--- config.mk ---
export PLATFORM = sky130hd
export DESIGN_NAME = regfile_writeback
export DESIGN_NICKNAME = d
export VERILOG_FILES = /design/src/rtl/regfile_pkg.sv /design/src/rtl/wb_fifo.sv /design/src/rtl/regfile_writeback.sv
export SDC_FILE = /design/constraint.sdc
export NUM_CORES = 1
export LEC_CHECK = 0
export BUFFER_PORTS_ARGS = -buffer_cell sky130_fd_sc_hd__buf_2
export CELL_PAD_IN_SITES_DETAIL_PLACEMENT = 1
export CELL_PAD_IN_SITES_GLOBAL_PLACEMENT = 2
export CORE_MARGIN = 4
export CORE_UTILIZATION = 25
export CTS_BUF_LIST = sky130_fd_sc_hd__clkbuf_16
export CTS_CLUSTER_DIAMETER = 40
export CTS_CLUSTER_SIZE = 16
export DETAILED_ROUTE_END_ITERATION = 8
export GPL_TIMING_DRIVEN = 0
export PLACE_DENSITY = 0.56
export REMOVE_ABC_BUFFERS = 1
export SLEW_MARGIN = 20
export SYNTH_ARGS = -nofsm -noshare
export SYNTH_HDL_FRONTEND = slang
export SYNTH_SLANG_ARGS = --single-unit
--- constraint.sdc ---
create_clock -name clk -period 5.6 [get_ports clk]
set_input_delay 0.56 -clock clk [delete_from_list [all_inputs] [get_ports clk]]
set_output_delay 0.56 -clock clk [all_outputs]
set_load 0.02 [all_outputs]
--- src/rtl/regfile_pkg.sv ---
// Shared widths and the write-back entry payload for the register-file write path.
package regfile_pkg;

  localparam int unsigned ADDR_W = 5;
  localparam int unsigned DATA_W = 32;

  localparam logic [ADDR_W-1:0] REG_ZERO = 5'd0;

  typedef struct packed {
    logic [ADDR_W-1:0] rd;
    logic [DATA_W-1:0] data;
  } wb_entry_t;

endpackage

--- src/rtl/wb_fifo.sv ---
// In-order DEPTH x wb_entry_t queue with count, full/empty, and per-entry
// visibility (storage + occupied bits) for the forwarding compare.
module wb_fifo
  import regfile_pkg::*;
#(
  parameter  int unsigned DEPTH = 4,
  localparam int unsigned PTR_W = $clog2(DEPTH),
  localparam int unsigned CNT_W = PTR_W + 1
) (
  input  logic                  clk,
  input  logic                  rst,
  input  logic                  i_push,
  input  wb_entry_t             i_push_entry,
  input  logic                  i_pop,
  output wb_entry_t             o_head_c,
  output logic [CNT_W-1:0]      o_count,
  output logic                  o_full_c,
  output logic                  o_empty_c,
  output logic [PTR_W-1:0]      o_rd_ptr,
  output wb_entry_t [DEPTH-1:0] o_entries_c,
  output logic [DEPTH-1:0]      o_occupied_c
);

  wb_entry_t [DEPTH-1:0] r_mem;
  logic [PTR_W-1:0]      r_wr_ptr;
  logic [PTR_W-1:0]      r_rd_ptr;
  logic [CNT_W-1:0]      r_count;
  logic [PTR_W-1:0]      w_offset;

  // Storage is deliberately not reset; occupancy is tracked by the pointers.
  always_ff @(posedge clk) begin
    if (i_push) begin
      r_mem[r_wr_ptr] <= i_push_entry;
    end
  end

  always_ff @(posedge clk or posedge rst) begin
    if (rst) begin
      r_wr_ptr <= '0;
      r_rd_ptr <= '0;
      r_count  <= '0;
    end else begin
      if (i_push) begin
        r_wr_ptr <= r_wr_ptr + PTR_W'(1);
      end
      if (i_pop) begin
        r_rd_ptr <= r_rd_ptr + PTR_W'(1);
      end
      if (i_push && !i_pop) begin
        r_count <= r_count + CNT_W'(1);
      end else if (!i_push && i_pop) begin
        r_count <= r_count - CNT_W'(1);
      end
    end
  end

  // An entry is live when its distance from the read pointer is below count.
  always_comb begin
    o_occupied_c = '0;
    w_offset     = '0;
    for (int unsigned i = 0; i < DEPTH; i++) begin
      w_offset        = PTR_W'(PTR_W'(i) - r_rd_ptr);
      o_occupied_c[i] = (CNT_W'(w_offset) < r_count);
    end
  end

  assign o_head_c    = r_mem[r_rd_ptr];
  assign o_entries_c = r_mem;
  assign o_count     = r_count;
  assign o_rd_ptr    = r_rd_ptr;
  assign o_full_c    = (r_count == CNT_W'(DEPTH));
  assign o_empty_c   = (r_count == '0);

endmodule

--- src/rtl/regfile_writeback.sv ---
// Register-file write-back sequencer: x0 filter, in-order queue, one write per cycle.
// Define REGFILE_WB_FORWARD_EN to build the rs1/rs2 lookup into queued writes.
module regfile_writeback
  import regfile_pkg::*;
#(
  parameter  int unsigned DEPTH = 4,
  localparam int unsigned PTR_W = $clog2(DEPTH),
  localparam int unsigned CNT_W = PTR_W + 1
) (
  input  logic              clk,
  input  logic              reset,
  input  logic              in_valid,
  output logic              in_ready,
  input  logic [ADDR_W-1:0] in_rd,
  input  logic [DATA_W-1:0] in_data,
  input  logic              wb_stall,
  output logic              wb_en,
  output logic [ADDR_W-1:0] wb_rd,
  output logic [DATA_W-1:0] wb_data,
  output logic [CNT_W-1:0]  count,
  input  logic [ADDR_W-1:0] rs1,
  input  logic [ADDR_W-1:0] rs2,
  output logic              fwd_hit1,
  output logic              fwd_hit2,
  output logic [DATA_W-1:0] fwd_data1,
  output logic [DATA_W-1:0] fwd_data2
);

  logic                  w_push;
  logic                  w_full;
  logic                  w_empty;
  wb_entry_t             w_head;
  wb_entry_t             w_push_entry;
  logic [PTR_W-1:0]      w_rd_ptr;
  wb_entry_t [DEPTH-1:0] w_entries;
  logic [DEPTH-1:0]      w_occupied;

  // Writes to x0 complete the handshake but never occupy a slot.
  assign in_ready     = !w_full;
  assign w_push       = in_valid && !w_full && (in_rd != REG_ZERO);
  assign w_push_entry = '{rd: in_rd, data: in_data};
  assign wb_en        = !w_empty && !wb_stall;
  assign wb_rd        = w_empty ? '0 : w_head.rd;
  assign wb_data      = w_empty ? '0 : w_head.data;

  wb_fifo #(
    .DEPTH (DEPTH)
  ) u_fifo (
    .clk          (clk),
    .rst          (reset),
    .i_push       (w_push),
    .i_push_entry (w_push_entry),
    .i_pop        (wb_en),
    .o_head_c     (w_head),
    .o_count      (count),
    .o_full_c     (w_full),
    .o_empty_c    (w_empty),
    .o_rd_ptr     (w_rd_ptr),
    .o_entries_c  (w_entries),
    .o_occupied_c (w_occupied)
  );

`ifdef REGFILE_WB_FORWARD_EN
  logic [PTR_W-1:0] w_idx;

  // Walk oldest to youngest so a later match overrides an earlier one.
  always_comb begin
    fwd_hit1  = 1'b0;
    fwd_hit2  = 1'b0;
    fwd_data1 = '0;
    fwd_data2 = '0;
    w_idx     = '0;
    for (int unsigned k = 0; k < DEPTH; k++) begin
      w_idx = PTR_W'(w_rd_ptr + PTR_W'(k));
      if (w_occupied[w_idx] && (rs1 != REG_ZERO) && (w_entries[w_idx].rd == rs1)) begin
        fwd_hit1  = 1'b1;
        fwd_data1 = w_entries[w_idx].data;
      end
      if (w_occupied[w_idx] && (rs2 != REG_ZERO) && (w_entries[w_idx].rd == rs2)) begin
        fwd_hit2  = 1'b1;
        fwd_data2 = w_entries[w_idx].data;
      end
    end
  end
`else
  logic w_unused_fwd;

  assign fwd_hit1     = 1'b0;
  assign fwd_hit2     = 1'b0;
  assign fwd_data1    = '0;
  assign fwd_data2    = '0;
  assign w_unused_fwd = ^{rs1, rs2, w_rd_ptr, w_entries, w_occupied};
`endif

endmodule

Yosys cells after proc, flatten, opt, wreduce, memory -nomap -nowiden:

Cells that the tools add are included.

* output and inout port bits: 108
* input bits: 51
* bits in registers: 155

* equal/unequal tests: 1
* order comparisons: 3
* reductions and logical operators: 14
* mux-type cells: 9
* add/sub/neg operators: 4

Operators by type and width (count)
* $bwmux 148: 1
* $bmux 37 s2: 1
* $demux 37 s2: 1
* $mux 37: 2
* $mux 32: 1
* $logic_and 1x1->1: 6
* $lt 2x3->1 const B: 2
* $mux 3: 2
* $logic_not 1->1: 5
* $mux 5: 1
* $reduce_bool 5->1: 1
* $add 2x1->2 const B: 2
* $add 3x1->3 const B: 1
* $eq 3x3->1 const B: 1
* $logic_not 3->1: 1
* $sub 3x1->3 const B: 1
* $ge 2x1->1 const B: 1
* $reduce_bool 2->1: 1

Longest topological paths before layout:

Gate-level depths: netlist of run 1.

* depth after elaboration: 8
* gate-level depth with buffers: 10

Cells and area by module:

From an unflattened synthesis of run 1, not the netlist that was laid out.

* cells, all modules: 359
* area, all modules: 6673.9 um2

Modules (own cells, without submodules)
* wb_fifo: instances 1, cells each 247, sequential area each 4619.4 um2, area an instance 5900.7 um2
* regfile_writeback: instances 1, cells each 112, sequential area each 0.0 um2, area an instance 773.2 um2

Worst setup path before layout of run 1:

OpenSTA, ideal clock, no wires.

* kind: input to register
* start point: input port in_rd[0]
* end point: register u_fifo.r_count[1], in the netlist u_fifo.o_count[1]
* required time: 5.475 ns
* arrival: 2.243 ns
* slack: 3.232 ns
* library setup time: 0.125 ns
* stages: 6
* cells stage by stage: or4_4 > o211a_4 > ha_1 > inv_1 > fa_1 > mux2_2

* word-level cells in the longest chain between the ends: 5
* elaborated cells between the ends (all ways): 7
* classes of those cells: 1 x mux; 6 x reduce/logical

Ends and longest elaborated chain
* start: declaration: RTL line regfile_writeback.sv:14 `input logic [ADDR_W-1:0] in_rd,`
* $reduce_bool 5->1 (*): RTL line regfile_writeback.sv:40 `assign w_push = in_valid && !w_full && (in_rd != REG_ZERO);`
* $logic_and 1x1->1 (*): RTL line regfile_writeback.sv:40
* named net u_fifo.i_push: RTL line wb_fifo.sv:12 `input logic i_push,`
* $logic_not 1->1: RTL line wb_fifo.sv:51 `end else if (!i_push && i_pop) begin`
* $logic_and 1x1->1: RTL line wb_fifo.sv:51
* $reduce_bool 2->1 (no source line)
* end signal: assignment: RTL line wb_fifo.sv:50 `r_count <= r_count + CNT_W'(1);`
* end signal: assignment: RTL line wb_fifo.sv:52 `r_count <= r_count - CNT_W'(1);`
* end: declaration: RTL line wb_fifo.sv:27 `logic [CNT_W-1:0] r_count;`

Mark *: on every way through the listed nets, which the timed path passes. The rest lies on a longest branch.
A chain may end at the register's enable or synchronous reset.

Final worst setup path of run 1:

* start point: register u_fifo.r_rd_ptr[0], in the netlist u_fifo.o_rd_ptr[0]
* end point: output port wb_rd[1]

* word-level cells in the longest chain between the ends: 3

Ends and longest elaborated chain
* start: declaration: RTL line wb_fifo.sv:26 `logic [PTR_W-1:0] r_rd_ptr;`
* start signal: assignment: RTL line wb_fifo.sv:47 `r_rd_ptr <= r_rd_ptr + PTR_W'(1);`
* $bmux 37 s2: RTL line wb_fifo.sv:67 `assign o_head_c = r_mem[r_rd_ptr];`
* $mux 37 (not written as such): RTL line wb_fifo.sv:67
* $mux 5: RTL line regfile_writeback.sv:43 `assign wb_rd = w_empty ? '0 : w_head.rd;`
* end: declaration: RTL line regfile_writeback.sv:18 `output logic [ADDR_W-1:0] wb_rd,`

Every way passes these cells. The select of a mux whose other input is x is not followed.

==> results of run 1 <==
## registers in the layout (all words and copies together) (netlist names)
name / cells
u_fifo.r_wr_ptr: 2
u_fifo.o_count: 3
u_fifo.o_rd_ptr: 2
u_fifo.o_entries_c: 148
## per-layer routing
metal | global-route usage | vias up | wire, um
li1 | - | 1341 | -
met1 | 0.1175 | 1567 | 5636
met2 | 0.1527 | 129 | 6296
met3 | 0.02423 | 9 | 835
met4 | 0.02940 | 0 | 142
met5 | 0 | - | 0
## layout by cell type, fill, tap and decap left out, types with 3 or more instances in the layout
master / netlist / layout
and2_4: 0 / 4
mux4_2: 37 / 37
edfxtp_1: 148 / 148
dfrtp_1: 7 / 5
clkinv_4: 0 / 3
xor2_1: 4 / 4
bufinv_16: 0 / 3
inv_6: 0 / 3
inv_1: 5 / 7
buf_2: 5 / 82
nor2b_1: 37 / 37
ha_1: 5 / 5
conb_1: 1 / 66
buf_4: 68 / 4
clkbuf_16: 0 / 17
## layout make-up
type                    count  area (um2)
multi-input cells         165        1572
clock inverters            15       173.9
repair buffers             87       460.4
clock buffers              17       425.4
flip-flops and latches    155        4627
inverters                   5       18.77
well taps                 330       412.9
fillers                  2659       17710
## how the worst max path moves through the flow
stage	slack (ns)	startpoint	to	cells after the start
after global routing	2.62	u_fifo.o_rd_ptr[0]	wb_rd[4]	4
after global placement	-1.25	u_fifo.o_count[0]	u_fifo.o_count[2]	9
after CTS	2.68	u_fifo.o_rd_ptr[0]	wb_rd[4]	4
after floorplan	1.29	u_fifo.o_count[0]	u_fifo.o_count[2]	9
final	2.79	u_fifo.o_rd_ptr[0]	wb_rd[1]	4
after detailed placement	2.97	in_rd[0]	u_fifo.o_count[1]	7
## cells in the mapped netlist
cell type / number
and2_2: 4
buf_2: 5
buf_4: 68
clkbuf_1: 4
clkbuf_2: 1
conb_1: 1
dfrtp_1: 7
edfxtp_1: 148
fa_1: 1
ha_1: 5
inv_1: 5
mux2_2: 1
mux2_4: 1
mux4_2: 37
nor2_1: 2
nor2b_1: 37
nor3_1: 1
nor3b_1: 1
o211a_4: 1
or3b_2: 1
or4_4: 1
xnor2_1: 2
xor2_1: 4
## cells by family after synthesis
group / after synthesis / synth area share
other: 1 / 0.0005759
and+or+nand+nor: 47 / 0.04631
DFF: 155 / 0.7095
AOI/OAI and AO/OA: 1 / 0.002691
buffers and inverters: 83 / 0.08820
adders and majority gates: 6 / 0.01268
muxes: 39 / 0.1320
xor gates and xnor gates: 6 / 0.008071
## power groups by stage
stage                     clock [mW]  sequential, mW  combinational [mW]
after floorplan                    0            1.71               0.960
after global placement             0            1.78                1.43
after detailed placement           0            1.75                1.49
after CTS                       1.20            1.72                1.49
after global routing            1.26            1.74                1.58
final                           1.16            1.71                1.44
## through the flow
stage          total power [mW]  setup WS [ns]
2_1_floorplan             2.669          1.293
5_1_grt                   4.578          2.618
4_1_cts                   4.413          2.680
3_5_place_dp              3.233          2.968
3_3_place_gp              3.210         -1.252
6_report                  4.307          2.793
==> flow_summary_export.csv, run 1 <==
group,metric,value,unit
outcome,outcome,"complete, no violations",
critical_path,rr_worst_depth,9,
power_and_ir_drop,swShare,0.3363,
critical_path,max_stage_delay,0.67,ns
timing,finalCriticalPeriod,2.807,ns
power_and_ir_drop,p_clk_frac,0.270,
critical_path,critPathKind,"reg -> out",
final_layout,final_core_util,0.3028,
routing,drt-total-wl,12910,um
routing,drt_iter0_markers,136,
clocking,clk_pin_slew_worst_paths,0.06,ns
power_and_ir_drop,p_sw,1.448,mW
die,row_count,58,
clocking,post-cts-setup-buffers,0,
logic_synthesis,synth.avg_cell_area,19.26,um2
timing,whs,0.08334,ns
critical_path,cp_data_required_time,5.04,ns
die,die-area,28690,um2
die,core,25400,um2
critical_path,critPathCaptureType,"output port",
routing,ant_nets,0,
placed_design,placed_cell_area,7091,um2
critical_path,slowest_stage,"dfrtp_4",
final_layout,diodes,0,
logic_synthesis,ys_types,23,
timing,max_freq,356.3,MHz
power_and_ir_drop,p_int,2.859,mW
placed_design,dp_hpwl,7810,um
clocking,htree_num_levels,4,
clocking,clock_latency,0.42,ns
critical_path,reg2reg_to,"u_fifo.o_count[2]",
clocking,cts_buffer_depth,2,
logic_synthesis,syn-cell-area,6511,um2
critical_path,crit_buf_inv,2,
clocking,hold_buffers,0,
logic_synthesis,synth_warnings,0,
grt,grt_pass1_vias,3340,
power_and_ir_drop,ir_worst_vdd,0.2458,mV
critical_path,cp_max_fo,22,
timing,rsz0062_at_grt,"no",
routing,wl_per_cell,16.68,um
routing,first_pass_iters,4,
logic_synthesis,synth_cells,338,
power_and_ir_drop,seqPwrFrac,0.396,
flow_run,drv_cap,0,
timing,finClkSkew,0.01273,ns
routing,vias,3046,
clocking,numCtsBuffers,17,
final_layout,drive_gt1_frac,0.3716,
critical_path,r2r-start,"u_fifo.o_count[0]",
die,fp.dieH,169.4,um
die,die_w,169.4,um
clocking,cts.sinks,155,
timing,finalHoldViolations,0,
final_layout,final_cells,774,
placed_design,io_buffers,82,
final_layout,layout.nets,488,
placed_design,place.gp.congestion,0.6300,
critical_path,startpoint_type,"flip-flop",
die,initial_core_util,0.2564,
grt,grt_pass1_wl,19600,um
hold_path,min_path_type,"in -> async",
critical_path,cp_cell_sequence,"buf_12 > mux4_2 > nor2b_1 > buf_2",
timing,worstMarginPinSlew,0.6849,ns
grt,grt.overflow.total,0,
routing,drc,0,
logic_synthesis,yosysSeqAreaShare,0.7095,
critical_path,arrival,2.25,ns
clocking,cts-root-buf,"clkbuf_16",
grt,grt_max_degree,39,
die,io_pins,159,
grt,grtUsageTotal,0.09175,
timing,drv_slew,0,
logic_synthesis,synth_largest_area_cell,"edfxtp_1",
placed_design,placedCellCount,742,
grt,antenna_found_initial,0,
power_and_ir_drop,pwr-share-comb,0.334,
timing,setup_viol,0,
logic_synthesis,synth_seq_cells,155,
timing,slew_headroom,0.5434,
logic_synthesis,yosys-top-cells-area,"edfxtp_1 68%, mux4_2 13%, buf_4 7.8%",
final_layout,design_area,7690,um2
power_and_ir_drop,power_leakage,2.772,nW
final_layout,area_growth,18.10,%
timing,tns,0,ns
timing,period_share,0.5012,
critical_path,cp_top_family,"flip-flops",
critical_path,rrSetupSlack,3.19,ns
clocking,cts-resized-gates,0,
clocking,tritoncts,"yes",
logic_synthesis,yosysTopAreaCellShare,0.6826,
routing,avgViaCountPerCell,3.935,
power_and_ir_drop,pwr_density_cell,560.1,nW/um2
Note: power is estimated with default switching activity, not from simulation.
==> run 2: changes to the inputs <==
==> constraint.sdc (replaced) <==
create_clock -name clk -period 2.8 [get_ports clk]
set_input_delay 0.28 -clock clk [delete_from_list [all_inputs] [get_ports clk]]
set_output_delay 0.28 -clock clk [all_outputs]
set_load 0.02 [all_outputs]
==> run 2 against run 1 <==
- flip-flop and latch count stayed put
- routed wire length is 0.15% lower
- first-iteration DRC count is 1.5% lower
- count of clock-buffer cells in the layout stayed put
- worst setup slack worse by 2.5 ns
- total power is 100% higher
- sequential share of layout area is 0.078 points lower
- die area stayed put
- critical path depth stayed put
- final cell count is 0.13% higher
==> flow_summary_export.csv, run 2 (same netlist as run 1, synthesis figures left out) <==
group,metric,value,unit
outcome,outcome,"complete, no violations",
final_layout,fillers,2663,
hold_path,min_path_type,"in -> reg",
routing,dr_wl_met2,6367,um
clocking,cts.sinks,155,
routing,drc,0,
routing,wl_per_cell,16.63,um
critical_path,critPathCaptureType,"output port",
die,io_pins,159,
routing,vias,3052,
final_layout,seq_area,4627,um2
routing,route.layer.met1.wl,5595,um
grt,grt_pass1_wl,19640,um
placed_design,io_buffers,82,
clocking,cts-root-buf,"clkbuf_16",
timing,finalHoldViolations,0,
clocking,numCtsBuffers,17,
timing,tns,0,ns
critical_path,startpoint_type,"flip-flop",
clocking,htree_num_levels,4,
timing,finClkSkew,0.01295,ns
die,initial_core_util,0.2564,
routing,dr.max_layer_used,"met4",
die,core,25400,um2
final_layout,mostFrequentLayoutCells,"148 x edfxtp_1, 82 x buf_2, 66 x conb_1",
clocking,clk_pin_slew_worst_paths,0.06,ns
final_layout,area_growth,18.26,%
final_layout,diodes,0,
die,row_count,58,
timing,rsz0062_at_grt,"no",
die,die-area,28690,um2
die,die_w,169.4,um
timing,slew_headroom,0.5429,
placed_design,placed_cell_area,7091,um2
routing,drt_iter0_markers,134,
placed_design,dp_hpwl,7810,um
routing,dr_wl_met3,786,um
placed_design,place.gp.congestion,0.6300,
clocking,post-cts-setup-buffers,0,
grt,grt_pass1_vias,3347,
final_layout,layout.nets,489,
die,fp.dieH,169.4,um
clocking,cts-resized-gates,0,
final_layout,drive_gt1_frac,0.3708,
power_and_ir_drop,p_total,8.617,mW
grt,grt.overflow.total,0,
timing,finalCriticalPeriod,2.527,ns
clocking,tritoncts,"yes",
critical_path,cp_max_fo,22,
power_and_ir_drop,ir_worst_vdd,0.4891,mV
routing,first_pass_iters,4,
timing,period_share,0.9026,
critical_path,critPathKind,"reg -> out",
critical_path,arrival,2.25,ns
critical_path,cp_data_required_time,2.52,ns
timing,setup_viol,0,
routing,ant_nets,0,
grt,grtUsageTotal,0.09190,
grt,grt_max_degree,39,
timing,drv_slew,0,
routing,avgViaCountPerCell,3.938,
power_and_ir_drop,pwr_density_cell,1119,nW/um2
flow_run,drv_cap,0,
final_layout,multi_input_area,1572,um2
routing,drt-total-wl,12890,um
final_layout,largest_reg_flops,148,
grt,antenna_found_initial,0,
clocking,cts_buffer_depth,2,
clocking,clock_latency,0.42,ns
final_layout,final_common_cell,"edfxtp_1",
timing,max_freq,395.7,MHz
timing,worstMarginPinSlew,0.6856,ns
power_and_ir_drop,power_leakage,2.776,nW
final_layout,design_area,7700,um2
run 2: cell types whose count changed in the layout (fill, tap and decap cells not counted), sizes merged:
cell	previous run	this run
dlygate4sd3	0	1
run 2: path summary, 6_finish.rpt:
path                       slack (ns)          startpoint  cells past startpoint                      to
max in group asynchronous        2.19               reset                      3      u_fifo.o_rd_ptr[0]
setup reg to reg                 0.39   u_fifo.o_count[0]                      9       u_fifo.o_count[2]
min in group asynchronous        0.35               reset                      3       u_fifo.o_count[2]
setup / recovery                 0.27  u_fifo.o_rd_ptr[0]                      4                wb_rd[4]
hold / removal                   0.07         in_data[11]                      1  u_fifo.o_entries_c[85]
hold reg to reg                  0.54   u_fifo.o_count[2]                      1       u_fifo.o_count[2]
run 2: worst max-delay path, cell delays in order, from the launching register on:
cell,delay (ns)
dfrtp_4,0.67
buf_12,0.27
mux4_2,0.51
nor2b_1,0.17
buf_2,0.20
run 2: per-stage QoR:
step                      worst slack (ns)  cells  hold WS, ns  utilization
after detailed placement            0.2840    742       0.2403       0.2792
after global placement              -4.052    737       0.2344       0.2765
after global routing               0.09804    775      0.06244       0.3032
final                               0.2728    775      0.07253       0.3032
after floorplan                     -1.507    325      0.08340            -
after CTS                           0.1597    775      0.05444       0.3032
run 2: what timing repair did:
item / CTS / global route
endpoints found under the setup margin: 0 / 0
hold buffers: 1 / 0
endpoints found under the hold margin: 7 / 0
run 2: layout make-up:
type,instances,area share
flip-flops and latches,155,0.6009
multi-input cells,165,0.2041
repair buffers,88,0.06110
clock buffers,17,0.05525
well taps,330,0.05362
clock inverters,15,0.02259
inverters,5,0.002437
run 2: where the power goes:
group	switching [mW]	total (mW)	internal, mW
Sequential	0.337	3.41	3.07
Combinational	1.64	2.88	1.24
Clock	0.921	2.32	1.40
run 2: layer usage:
layer	GRT usage	vias up
met2	0.1530	127
met1	0.1177	1573
met3	0.02423	9
li1	-	1343
met4	0.02940	0
met5	0	-
==> run 3: changes to the inputs <==
--- a/config.mk
+++ b/config.mk
@@ -8,7 +8,6 @@
 export BUFFER_PORTS_ARGS = -buffer_cell sky130_fd_sc_hd__buf_2
 export CELL_PAD_IN_SITES_DETAIL_PLACEMENT = 1
 export CELL_PAD_IN_SITES_GLOBAL_PLACEMENT = 2
-export CORE_MARGIN = 4
 export CORE_UTILIZATION = 25
 export CTS_BUF_LIST = sky130_fd_sc_hd__clkbuf_16
 export CTS_CLUSTER_DIAMETER = 40
==> constraint.sdc (replaced) <==
create_clock -name clk -period 3.1 [get_ports clk]
set_input_delay 0.31 -clock clk [delete_from_list [all_inputs] [get_ports clk]]
set_output_delay 0.31 -clock clk [all_outputs]
set_load 0.02 [all_outputs]
==> run 3 against run 2 <==
- cell area grew 0.81%
- critical path depth is the same
- routed wire length is essentially flat
- global-route usage grew 1.2 points
- sequential power shrank 9.4%
- non-clock buffer count grew 1
- clock skew shrank 0.0054 ns
- critical endpoint is now wb_data[0]
==> flow_summary_export.csv, run 3 (same netlist as run 1, synthesis figures left out) <==
group,metric,value,unit
outcome,outcome,"complete, no violations",
final_layout,layout.nets,490,
die,fp.dieH,163.4,um
clocking,cts-resized-gates,0,
final_layout,largest_reg_flops,148,
final_layout,area_growth,19.22,%
timing,finalHoldViolations,0,
critical_path,critPathKind,"reg -> out",
die,die_w,163.4,um
critical_path,cp_max_fo,20,
placed_design,dp_hpwl,7651,um
routing,avgViaCountPerCell,3.897,
power_and_ir_drop,power_leakage,2.805,nW
critical_path,critPathCaptureType,"output port",
placed_design,place.gp.congestion,0.6221,
hold_path,min_path_type,"in -> reg",
timing,slew_headroom,0.5519,
routing,ant_nets,0,
hold_path,hold_end,"u_fifo.o_entries_c[91]",
clocking,clock_latency,0.42,ns
routing,wl_per_cell,16.63,um
final_layout,mostFrequentLayoutCells,"148 x edfxtp_1, 82 x buf_2, 66 x conb_1",
hold_path,min_path_cells,1,
grt,grt.overflow.total,0,
critical_path,cp_data_required_time,2.79,ns
timing,setup_slack,0.5320,ns
grt,antenna_found_initial,0,
critical_path,rr_worst_depth,6,
routing,vias,3024,
timing,finClkSkew,0.007566,ns
placed_design,io_buffers,82,
clocking,tritoncts,"yes",
timing,max_freq,389.4,MHz
final_layout,final_common_cell,"edfxtp_1",
timing,setup_viol,0,
final_layout,drive_gt1_frac,0.3789,
final_layout,seq_area,4627,um2
clocking,numCtsBuffers,17,
die,initial_core_util,0.2564,
die,die-area,26690,um2
grt,grt_pass1_wl,19600,um
grt,grtUsageTotal,0.1043,
critical_path,arrival,2.26,ns
clocking,cts_buffer_depth,2,
timing,rsz0062_at_grt,"no",
critical_path,rrSetupSlack,0.83,ns
clocking,cts.sinks,155,
critical_path,startpoint_type,"flip-flop",
clocking,htree_num_levels,4,
routing,first_pass_iters,4,
final_layout,fillers,2675,
timing,tns,0,ns
power_and_ir_drop,p_total,7.984,mW
timing,finalCriticalPeriod,2.568,ns
final_layout,multi_input_area,1572,um2
flow_run,drv_cap,0,
routing,drt-total-wl,12900,um
timing,worstMarginPinSlew,0.6722,ns
power_and_ir_drop,pwr_density_cell,1029,nW/um2
routing,drt_iter0_markers,85,
placed_design,placedCellCount,743,
timing,drv_slew,0,
hold_path,hold_start,"in_data[17]",
timing,whs,0.09958,ns
clocking,cts-root-buf,"clkbuf_16",
placed_design,pre_cts_ws,0.7154,ns
grt,grt_pass1_vias,3303,
final_layout,final_cells,776,
grt,grt_max_degree,39,
timing,period_share,0.8284,
final_layout,diodes,0,
die,row_count,58,
power_and_ir_drop,ir_worst_vdd,0.4009,mV
die,io_pins,159,
routing,drc,0,
critical_path,r2r-start,"u_fifo.o_count[0]",
clocking,clk_pin_slew_worst_paths,0.07,ns
die,core,25400,um2
critical_path,reg2reg_to,"u_fifo.o_count[1]",
==> run 3: critical path, stage by stage, from the launching register on <==
cell and delay, ns:
dfrtp_4 0.71, buf_12 0.27, mux4_2 0.54, nor2b_1 0.15, buf_2 0.15
==> run 3: repair_timing <==
action,4_1_cts,5_1_grt
endpoints found under the hold margin,7,0
setup buffers,0,0
hold buffers,1,0
==> run 3: metrics by stage <==
stage / instance area (um2) / utilization
2_1_floorplan: 6200 / -
3_3_place_gp: 7023 / 0.2765
3_5_place_dp: 7102 / 0.2796
4_1_cts: 7762 / 0.3056
5_1_grt: 7762 / 0.3056
6_report: 7762 / 0.3056
==> run 3: worst max path at each step <==
stage,from,endpoint,slack [ns],cells past startpoint
2_1_floorplan,u_fifo.o_count[0],u_fifo.o_count[2],-1.21,9
3_3_place_gp,u_fifo.o_count[1],u_fifo.o_count[2],-3.97,9
3_5_place_dp,in_rd[0],u_fifo.o_count[1],0.72,7
4_1_cts,u_fifo.o_rd_ptr[0],wb_data[0],0.41,4
5_1_grt,u_fifo.o_rd_ptr[0],wb_data[0],0.34,4
6_report,u_fifo.o_rd_ptr[0],wb_data[0],0.53,4
==> run 3: final cells by class <==
type,instances,area share
multi-input combinational,165,0.2025
sequential,155,0.5961
inverter,5,0.002418
clock buffer,17,0.05480
tap,330,0.05319
timing repair buffer,89,0.06206
clock inverter,15,0.02901
==> run 3: routing by layer <==
metal  track usage  vias up  share of wire
li1              -     1347              -
met1        0.1350     1555           0.45
met2        0.1664      112           0.49
met3       0.02489       10          0.044
met4       0.04460        0          0.013
met5             0        -              0
==> run 3: where the power goes <==
part	switching (mW)	internal (mW)	total, mW	leakage, nW
Sequential	0.320	2.77	3.09	1.43
Combinational	1.47	1.13	2.60	1.05
Clock	0.908	1.38	2.29	0.317
Total	2.70	5.29	7.98	2.80
